<file path="src/rtl/spi_cmd_pkg.sv">
// Shared constants and FSM encoding for the SPI read-command scheduler.
package spi_cmd_pkg;

  localparam logic [3:0] OPC_READ_BURST  = 4'hF;
  localparam logic [3:0] OPC_READ_STATUS = 4'h7;
  localparam logic [7:0] STATUS_TAG      = 8'hA5;

  typedef enum logic [1:0] {
    IDLE  = 2'd0,
    FETCH = 2'd1,
    CAPT  = 2'd2,
    HOLD  = 2'd3
  } state_t;

  function automatic logic [7:0] sat_inc8(input logic [7:0] v);
    return (v == 8'hFF) ? v : v + 8'd1;
  endfunction

endpackage

</file>
<file path="src/rtl/rr_arbiter.sv">
// Round-robin arbiter: searches upward from ptr with wrap, reports the winner
// and the pointer value that should follow a grant.
module rr_arbiter #(
  parameter int NREQ  = 2,
  parameter int PTR_W = (NREQ > 1) ? $clog2(NREQ) : 1
) (
  input  logic [NREQ-1:0]  req,
  input  logic             enable,
  input  logic [PTR_W-1:0] ptr,
  output logic [NREQ-1:0]  gnt,
  output logic [PTR_W-1:0] winner,
  output logic [PTR_W-1:0] ptr_next
);

  int         idx;
  logic       found;
  logic [PTR_W-1:0] sel;

  always_comb begin
    gnt      = '0;
    winner   = '0;
    ptr_next = ptr;
    found    = 1'b0;
    idx      = 0;
    sel      = '0;
    for (int i = 0; i < NREQ; i++) begin
      idx = int'(ptr) + i;
      if (idx >= NREQ) idx = idx - NREQ;
      sel = PTR_W'(idx);
      if (enable && !found && req[sel]) begin
        found    = 1'b1;
        gnt[sel] = 1'b1;
        winner   = sel;
        ptr_next = (idx == NREQ - 1) ? '0 : PTR_W'(idx + 1);
      end
    end
  end

endmodule

</file>
<file path="src/rtl/spi_rd_sched.sv">
// SPI command scheduler: decodes command words, prefetches buffer words for
// the shifter, and shares the buffer port with round-robin internal writers.
module spi_rd_sched
  import spi_cmd_pkg::*;
#(
  parameter int ADDR_W      = 8,
  parameter int NREQ        = 2,
  parameter int BURST_WORDS = 4
) (
  input  logic                     i_clk,
  input  logic                     i_rst,
  input  logic                     i_cs,
  input  logic                     i_rx_valid,
  input  logic [15:0]              i_rx_word,
  output logic [15:0]              o_tx_word,
  output logic                     o_tx_valid,
  input  logic                     i_tx_ack,
  input  logic [NREQ-1:0]          i_wr_req,
  input  logic [NREQ*ADDR_W-1:0]   i_wr_addr,
  input  logic [NREQ*16-1:0]       i_wr_data,
  output logic [NREQ-1:0]          o_wr_gnt,
  output logic                     o_mem_en,
  output logic                     o_mem_we,
  output logic [ADDR_W-1:0]        o_mem_addr,
  output logic [15:0]              o_mem_wdata,
  input  logic [15:0]              i_mem_rdata,
  output logic [7:0]               o_err_cnt
);

  localparam int PTR_W = (NREQ > 1) ? $clog2(NREQ) : 1;
  localparam int CNT_W = $clog2(BURST_WORDS) + 1;

  state_t            state_reg, state_next;
  logic [ADDR_W-1:0] addr_reg, addr_next;
  logic [CNT_W-1:0]  cnt_reg, cnt_next;
  logic              burst_reg, burst_next;
  logic [15:0]       tx_word_reg, tx_word_next;
  logic              tx_valid_reg, tx_valid_next;
  logic [7:0]        err_reg, err_next;
  logic [PTR_W-1:0]  ptr_reg, ptr_next, winner;
  logic [NREQ-1:0]   gnt;
  logic              wr_enable;
  logic              cmd_strobe;
  logic [3:0]        opcode;
  logic [11:0]       cmd_arg;
  logic              unused_cmd_arg;

  logic [ADDR_W-1:0] req_addr [NREQ];
  logic [15:0]       req_data [NREQ];

  genvar gi;
  generate
    for (gi = 0; gi < NREQ; gi++) begin : g_slice
      assign req_addr[gi] = i_wr_addr[gi*ADDR_W +: ADDR_W];
      assign req_data[gi] = i_wr_data[gi*16 +: 16];
    end
  endgenerate

  assign cmd_strobe     = i_rx_valid & ~i_cs;
  assign opcode         = i_rx_word[15:12];
  assign cmd_arg        = i_rx_word[11:0];
  assign unused_cmd_arg = ^cmd_arg;

  // A pending read owns the port for its single FETCH cycle.
  assign wr_enable = (state_reg != FETCH) && !i_rst;

  rr_arbiter #(
    .NREQ  (NREQ),
    .PTR_W (PTR_W)
  ) u_wr_arb (
    .req      (i_wr_req),
    .enable   (wr_enable),
    .ptr      (ptr_reg),
    .gnt      (gnt),
    .winner   (winner),
    .ptr_next (ptr_next)
  );

  always_ff @(posedge i_clk) begin
    if (i_rst) begin
      state_reg    <= IDLE;
      addr_reg     <= '0;
      cnt_reg      <= '0;
      burst_reg    <= 1'b0;
      tx_word_reg  <= '0;
      tx_valid_reg <= 1'b0;
      err_reg      <= '0;
      ptr_reg      <= '0;
    end else begin
      state_reg    <= state_next;
      addr_reg     <= addr_next;
      cnt_reg      <= cnt_next;
      burst_reg    <= burst_next;
      tx_word_reg  <= tx_word_next;
      tx_valid_reg <= tx_valid_next;
      err_reg      <= err_next;
      ptr_reg      <= ptr_next;
    end
  end

  always_comb begin
    state_next    = state_reg;
    addr_next     = addr_reg;
    cnt_next      = cnt_reg;
    burst_next    = burst_reg;
    tx_word_next  = tx_word_reg;
    tx_valid_next = tx_valid_reg;
    err_next      = err_reg;

    if (i_cs) begin
      // Abort: any read already on the port finishes there, but CAPT never runs.
      state_next    = IDLE;
      tx_valid_next = 1'b0;
      burst_next    = 1'b0;
    end else begin
      case (state_reg)
        IDLE: begin
          if (cmd_strobe) begin
            if (opcode == OPC_READ_BURST) begin
              addr_next  = cmd_arg[ADDR_W-1:0];
              cnt_next   = '0;
              burst_next = 1'b1;
              state_next = FETCH;
            end else if (opcode == OPC_READ_STATUS) begin
              tx_word_next  = {STATUS_TAG, err_reg};
              tx_valid_next = 1'b1;
              burst_next    = 1'b0;
              state_next    = HOLD;
            end else begin
              err_next = sat_inc8(err_reg);
            end
          end
        end
        FETCH: state_next = CAPT;
        CAPT: begin
          tx_word_next  = i_mem_rdata;
          tx_valid_next = 1'b1;
          state_next    = HOLD;
        end
        HOLD: begin
          if (i_tx_ack && tx_valid_reg) begin
            tx_valid_next = 1'b0;
            if (burst_reg && (cnt_reg < CNT_W'(BURST_WORDS - 1))) begin
              cnt_next   = cnt_reg + CNT_W'(1);
              addr_next  = addr_reg + ADDR_W'(1);
              state_next = FETCH;
            end else begin
              state_next = IDLE;
            end
          end
        end
        default: state_next = IDLE;
      endcase

      // Words arriving mid-transaction (including readout dummies) are rejected.
      if (cmd_strobe && (state_reg != IDLE)) err_next = sat_inc8(err_reg);
    end
  end

  always_comb begin
    o_mem_en    = 1'b0;
    o_mem_we    = 1'b0;
    o_mem_addr  = '0;
    o_mem_wdata = '0;
    if (state_reg == FETCH) begin
      o_mem_en   = 1'b1;
      o_mem_addr = addr_reg;
    end else if (|gnt) begin
      o_mem_en    = 1'b1;
      o_mem_we    = 1'b1;
      o_mem_addr  = req_addr[winner];
      o_mem_wdata = req_data[winner];
    end
  end

  assign o_wr_gnt   = gnt;
  assign o_tx_word  = tx_word_reg;
  assign o_tx_valid = tx_valid_reg;
  assign o_err_cnt  = err_reg;

endmodule

</file>
<file path="config.mk">
export PLATFORM = sky130hd
export DESIGN_NAME = spi_rd_sched
export DESIGN_NICKNAME = d
export VERILOG_FILES = /design/src/rtl/spi_cmd_pkg.sv /design/src/rtl/rr_arbiter.sv /design/src/rtl/spi_rd_sched.sv
export SDC_FILE = /design/constraint.sdc
export NUM_CORES = 1
export LEC_CHECK = 0
export BUFFER_PORTS_ARGS = -buffer_cell sky130_fd_sc_hd__buf_4
export CAP_MARGIN = 20
export CORE_ASPECT_RATIO = 0.75
export CORE_MARGIN = 10
export CORE_UTILIZATION = 46
export CTS_BUF_LIST = sky130_fd_sc_hd__clkbuf_2 sky130_fd_sc_hd__clkbuf_4 sky130_fd_sc_hd__clkbuf_8
export CTS_CLUSTER_DIAMETER = 50
export DETAILED_ROUTE_END_ITERATION = 8
export GPL_TIMING_DRIVEN = 1
export PLACE_DENSITY = 0.83
export SETUP_SLACK_MARGIN = 0.05
export SLEW_MARGIN = 20
export SYNTH_ARGS = -nofsm -noshare
export SYNTH_HDL_FRONTEND = slang
export SYNTH_SLANG_ARGS = --single-unit
</file>
<file path="constraint.sdc">
create_clock -name i_clk -period 2 [get_ports i_clk]
set_input_delay 0.2 -clock i_clk [delete_from_list [all_inputs] [get_ports i_clk]]
set_output_delay 0.2 -clock i_clk [all_outputs]
set_load 0.01 [all_outputs]
</file>
* Word level (Yosys, flattened, before mapping)
Cells that the tools add are included.
Cells by class: bitwise logic cells 4, $add $sub $neg 8, muxes and demuxes 65, reduce and logical (&&, ||, !) cells 28, equality and inequality tests 18, magnitude comparators 8
Operator list (count):
- $mux 16 | 8
- $mux 8 | 15
- $eq 32x2->1 const B | 2
- $mux 32 | 2
- $ge 32x3->1 const B | 1
- $pmux 16 s2 | 1
- $sub 32x3->32 const B | 1
- $mux 1 | 23
- $add 8x1->8 const B | 2
- $pmux 8 s2 | 1
- $reduce_and 5->1 | 3
- $reduce_bool 2->1 | 7
- $mux 2 | 6
- $mux 3 | 4
- $ne 2x2->1 const B | 6
- $logic_and 1x1->1 | 9
- $eq 8x8->1 const B | 1
- $pmux 2 s4 | 1
- $ne 2x1->1 const B | 3
- $pmux 3 s2 | 1
- $reduce_and 3->1 | 2
- $reduce_and 6->1 | 1
- $eq 2x2->1 const B | 2
- $eq 4x3->1 const B | 1
- other kinds (22) | 28
Storage, ports and cells: bits in registers 40, logic and storage cells 139, output and inout bits 53, bits of input ports 87

* Depth between registers and ports, before layout
depth after elaboration 16, depth in mapped cells 9, depth with buffers taken out 7

* Hierarchy
A second synthesis with hierarchy kept.
Second synthesis, totals: cell total of the unflattened synthesis 322, area total of the unflattened synthesis 2693.8 um2
By module, submodules not included:
- spi_rd_sched | instances 1, seq. area each 800.8 um2, cells an instance 309, area an instance 2593.7 um2
- rr_arbiter | instances 1, seq. area each 0.0 um2, cells an instance 13, area an instance 100.1 um2

* Least setup slack after synthesis
No wires, ideal clock.
kind reg-to-output, from reg state_reg[1], to out o_mem_wdata[0], stages on the path, launching flop included 10, path buffers 2, path slack -36 ps, data required time 1800 ps, arrival 1836 ps, path through dfxtp_1 inv_1 ha_1 buf_2 nor2_1 nand3_1 inv_2 buf_2 nand2_1 a21oi_1
RTL lines:
- from (decl) | line spi_rd_sched.sv:33 | state_t state_reg, state_next;
- from (signal assigned) | line spi_rd_sched.sv:90 | state_reg <= state_next;
- $ne 2x1->1 (*) | line spi_rd_sched.sv:65 | assign wr_enable = (state_reg != FETCH) && !i_rst;
- $logic_and 1x1->1 (*) | line spi_rd_sched.sv:65
- $logic_and 1x1->1 | line rr_arbiter.sv:30 | if (enable && !found && req[sel]) begin
- $mux 1 | line rr_arbiter.sv:30
- $logic_not 1->1 | line rr_arbiter.sv:30
- $logic_and 1x1->1 (2 in a row) | line rr_arbiter.sv:30
- $mux 2 (*) | line rr_arbiter.sv:30
- named net o_wr_gnt[1] | line spi_rd_sched.sv:21 | output logic [NREQ-1:0] o_wr_gnt,
- $reduce_or 2->1 (*) | line spi_rd_sched.sv:168 | end else if (|gnt) begin
- $mux 16 (*) | line spi_rd_sched.sv:168
- $mux 16 (*) | line spi_rd_sched.sv:165 | if (state_reg == FETCH) begin
- to (decl) | line spi_rd_sched.sv:25 | output logic [15:0] o_mem_wdata,
Mark *: on every way through the listed nets, which the timed path passes. The rest lies on a longest branch. The select of a mux whose other input is x is not followed.

* Final worst setup path
from reg state_reg[1], to out o_mem_addr[5]
Between the ends: cells in the longest elaborated chain, start to end 14
RTL lines:
- $ne 2x1->1 | line spi_rd_sched.sv:65
- $logic_and 1x1->1 | line spi_rd_sched.sv:65
- $logic_and 1x1->1 | line rr_arbiter.sv:30
- $mux 1 | line rr_arbiter.sv:30
- $logic_not 1->1 | line rr_arbiter.sv:30
- $logic_and 1x1->1 (2 in a row) | line rr_arbiter.sv:30
- $mux 1 | line rr_arbiter.sv:30
- $not 1->2 (not written as such) | line spi_rd_sched.sv:171 | o_mem_addr = req_addr[winner];
- $mux 8 (not written as such) (3 in a row) | line spi_rd_sched.sv:171
- $mux 8 | line spi_rd_sched.sv:168
- $mux 8 (*) | line spi_rd_sched.sv:165
- to (decl) | line spi_rd_sched.sv:24 | output logic [ADDR_W-1:0] o_mem_addr,
Mark *: on every way between the ends. The rest lies on a longest branch, timed or not. The select of a mux whose other input is x is not followed.

==> results by group <==
Run status
  – Status: completed

Hold path
  – Hold_sp: i_mem_rdata[9]
  – Hold Crit Class: primary input to flop

STA
  – Tcrit/Tclk final: 0.988
  – Fmax achieved: 506 MHz
  – RSZ-0062 raised after global routing: yes
  – Max-slew violations: 0
  – Slew HR: 0.670
  – Final hold viol count: 0
  – Worst-Margin Slew: 494 ps
  – Setup Skew: 6.24 ps
  – Crit path time final: 1980 ps
  – PnR worst setup slack: 23.3 ps
  – Final setup viols: 0

Global route
  – Vias in the first global route: 2831
  – First-pass GRT wire length: 14100 microns
  – Pin count of the biggest net entering global routing: 46
  – Initial antenna violation count: 0
  – Aggregate global-route resource usage: 0.190
  – Congestion Overflow GR: 0

Yosys
  – Seq cells post-synth: 40
  – Synthesized area per cell: 7.60 sq um
  – Async S/R FF share, synth: 0
  – Top post-synthesis cells by count: 55 x nand2_1, 40 x dfxtp_1, 38 x nor2_1
  – Yosys top cell by area: dfxtp_1
  – Synth Warn #: 0
  – Top-count cell post-synth: nand2_1
  – Synth top area share: 0.326
  – Syn Nets: 417
  – Post-synth EDFFs: 0
  – Mapped cell area: 2450 sq um
  – Commonest register cell after synthesis: dfxtp_1
  – Yosys cell types: 45
  – Synthesized instance count: 323
  – Area contributors post-synth: dfxtp_1 33%, mux2i_1 9.8%, nand2_1 8.4%, a21oi_1 6.1%, nor2_1 5.8%
  – Post-synthesis sequential area ratio: 0.326

Drt
  – Final WL: 9490 microns
  – Vias: 2920
  – DRC viols: 0
  – Remaining antenna violation count: 0
  – DRT Pass-1 Iters: 5
  – Avg WL per Cell: 17.6 microns
  – Avg Vias per Cell: 5.43
  – First DRT Iteration DRCs: 181

Floorplanning
  – Num rows: 22
  – Die height: 83.3 microns
  – Die W: 104 microns
  – Die area: 8690 sq um
  – Core ar.: 5040 sq um
  – Initial core utilization: 0.487
  – Boundary pin count: 140

Placement
  – Post-DP HPWL: 6900 microns
  – Place WS: 169 ps
  – Port Buffers: 135
  – Placer Congestion: 0.816

Final layout
  – Final net count: 559
  – Area Overhead vs Synth: 59.6%
  – Ant diodes: 0
  – Largest register FFs: 16
  – Fill count: 381
  – Share of layout cells above drive strength 1: 0.408
  – Post-layout util: 0.778

Clocking
  – H-tree depth: 2
  – Clk pin slew, worst setup/hold paths: 80 ps
  – Root buffer cell: clkbuf_8
  – Clock Latency Late Sink: 300 ps
  – Num CTS Buffers: 5
  – CTS sink count: 40
  – CTS Buffer Depth: 2
  – CTS tree: built

Critical path
  – Reg2Reg Capture Point: o_tx_word[2]
  – Crit. End Element: output port
  – Critical Path Source Type: flop
  – Worst EP arrival: 1780 ps
  – CP Class: flop to output port
  – Crit Path Max Fanout: 6
  – Worst R2R Start: state_reg[0]
  – Cell count of the worst reg-to-reg path: 9
  – R2R setup slack: 40 ps
  – Worst EP required: 1800 ps
  – CP startpoint: state_reg[1]
  – End of the critical path: o_mem_addr[5]

Power and ir drop
  – Pleak: 1.73 nW
  – Power per Cell Area: 468 nW/um^2
  – Max VDD drop: 0.000353 V

Job
  – MaxCap Viol Count: 0
layer usage:
| layer | track usage | wire [microns] |
|---|---|---|
| met1 | 0.225 | 3730 |
| met2 | 0.332 | 4990 |
| met3 | 0.0556 | 699 |
| met4 | 0.0350 | 74 |
| met5 | 0 | 0 |
timing repair:
item,CTS,global route
hold buffers,0,0
setup endpoints to repair,24,34
pin swaps,1,12
gates resized for setup,6,35
cloned,0,3
buffers inserted,0,4
cell families after synthesis:
logic type      count (synthesis)  share of synthesized area
compound gates                 76                      0.195
flops                          40                      0.326
xor+xnor                        6                     0.0214
buf+inv                        27                     0.0454
simple gates                  143                      0.279
fa+ha+maj                       7                     0.0357
mux                            24                     0.0979
cells in the final DEF, fill, tap and decap left out, types with 2 or more instances in the layout:
master and n:
a2111oi_0 2, a211oi_1 8, a211oi_2 2, a21oi_1 24, a21oi_2 5, a22oi_1 4
and2_1 2, and3_1 4, and4_1 2, buf_12 2, buf_4 147, buf_6 3
clkbuf_16 2, clkbuf_8 6, dfxtp_1 38, dfxtp_2 2, ha_1 5, ha_4 2
inv_1 6, mux2i_1 24, nand2_1 55, nand2b_1 6, nand3_1 7, nand3b_1 2
nand4_1 3, nor2_1 36, nor2b_1 3, nor3_1 8, o211ai_1 2, o21ai_0 3
o21ai_1 10, o22ai_1 2, o31ai_1 2, o32ai_1 3, or2_2 3, xnor2_1 2
xor2_1 4
through the flow:
stage | total power, mW | hold WS (ps) | cell area, sq um | setup TNS, ps | instances
after floorplan | 0.984 | 320 | 2460 | 0 | 323
after global placement | 1.21 | 437 | 3580 | 0 | 523
after detailed placement | 1.22 | 450 | 3580 | 0 | 523
after CTS | 1.81 | 135 | 3710 | 0 | 531
after global routing | 1.90 | 147 | 3920 | -513 | 538
final | 1.83 | 141 | 3920 | 0 | 538
power breakdown:
part	switching, mW	internal [mW]
logic	0.190	0.230
registers	0.00918	0.805
clock network	0.305	0.294
total	0.504	1.33
critical path, stage by stage (launching register included):
cell	delay, ps
dfxtp_2	340
inv_2	50
ha_4	160
nor2_4	150
nand3_4	160
buf_12	180
mux2i_1	130
o21ai_1	160
buf_4	150
area by class of cell:
type	count	area [sq um]	share of cell area
Multi-Input combinational cell	256	1660	0.425
Timing Repair Buffer	154	1230	0.313
Sequential cell	40	803	0.205
Clock buffer	7	90.1	0.0230
Tap cell	72	90.1	0.0230
Inverter	8	35.0	0.00894
Clock inverter	1	7.51	0.00192
worst min path at each step:
| stage | end | slack, ps | cells after the start |
|---|---|---|---|
| after floorplan | ptr_reg | 320 | 1 |
| final | o_tx_word[9] | 140 | 3 |
| after detailed placement | ptr_reg | 450 | 2 |
| after CTS | o_tx_word[9] | 130 | 3 |
| after global placement | o_tx_word[12] | 440 | 3 |
| after global routing | o_tx_word[9] | 150 | 3 |
No activity file was read; power rests on OpenSTA's default activity.
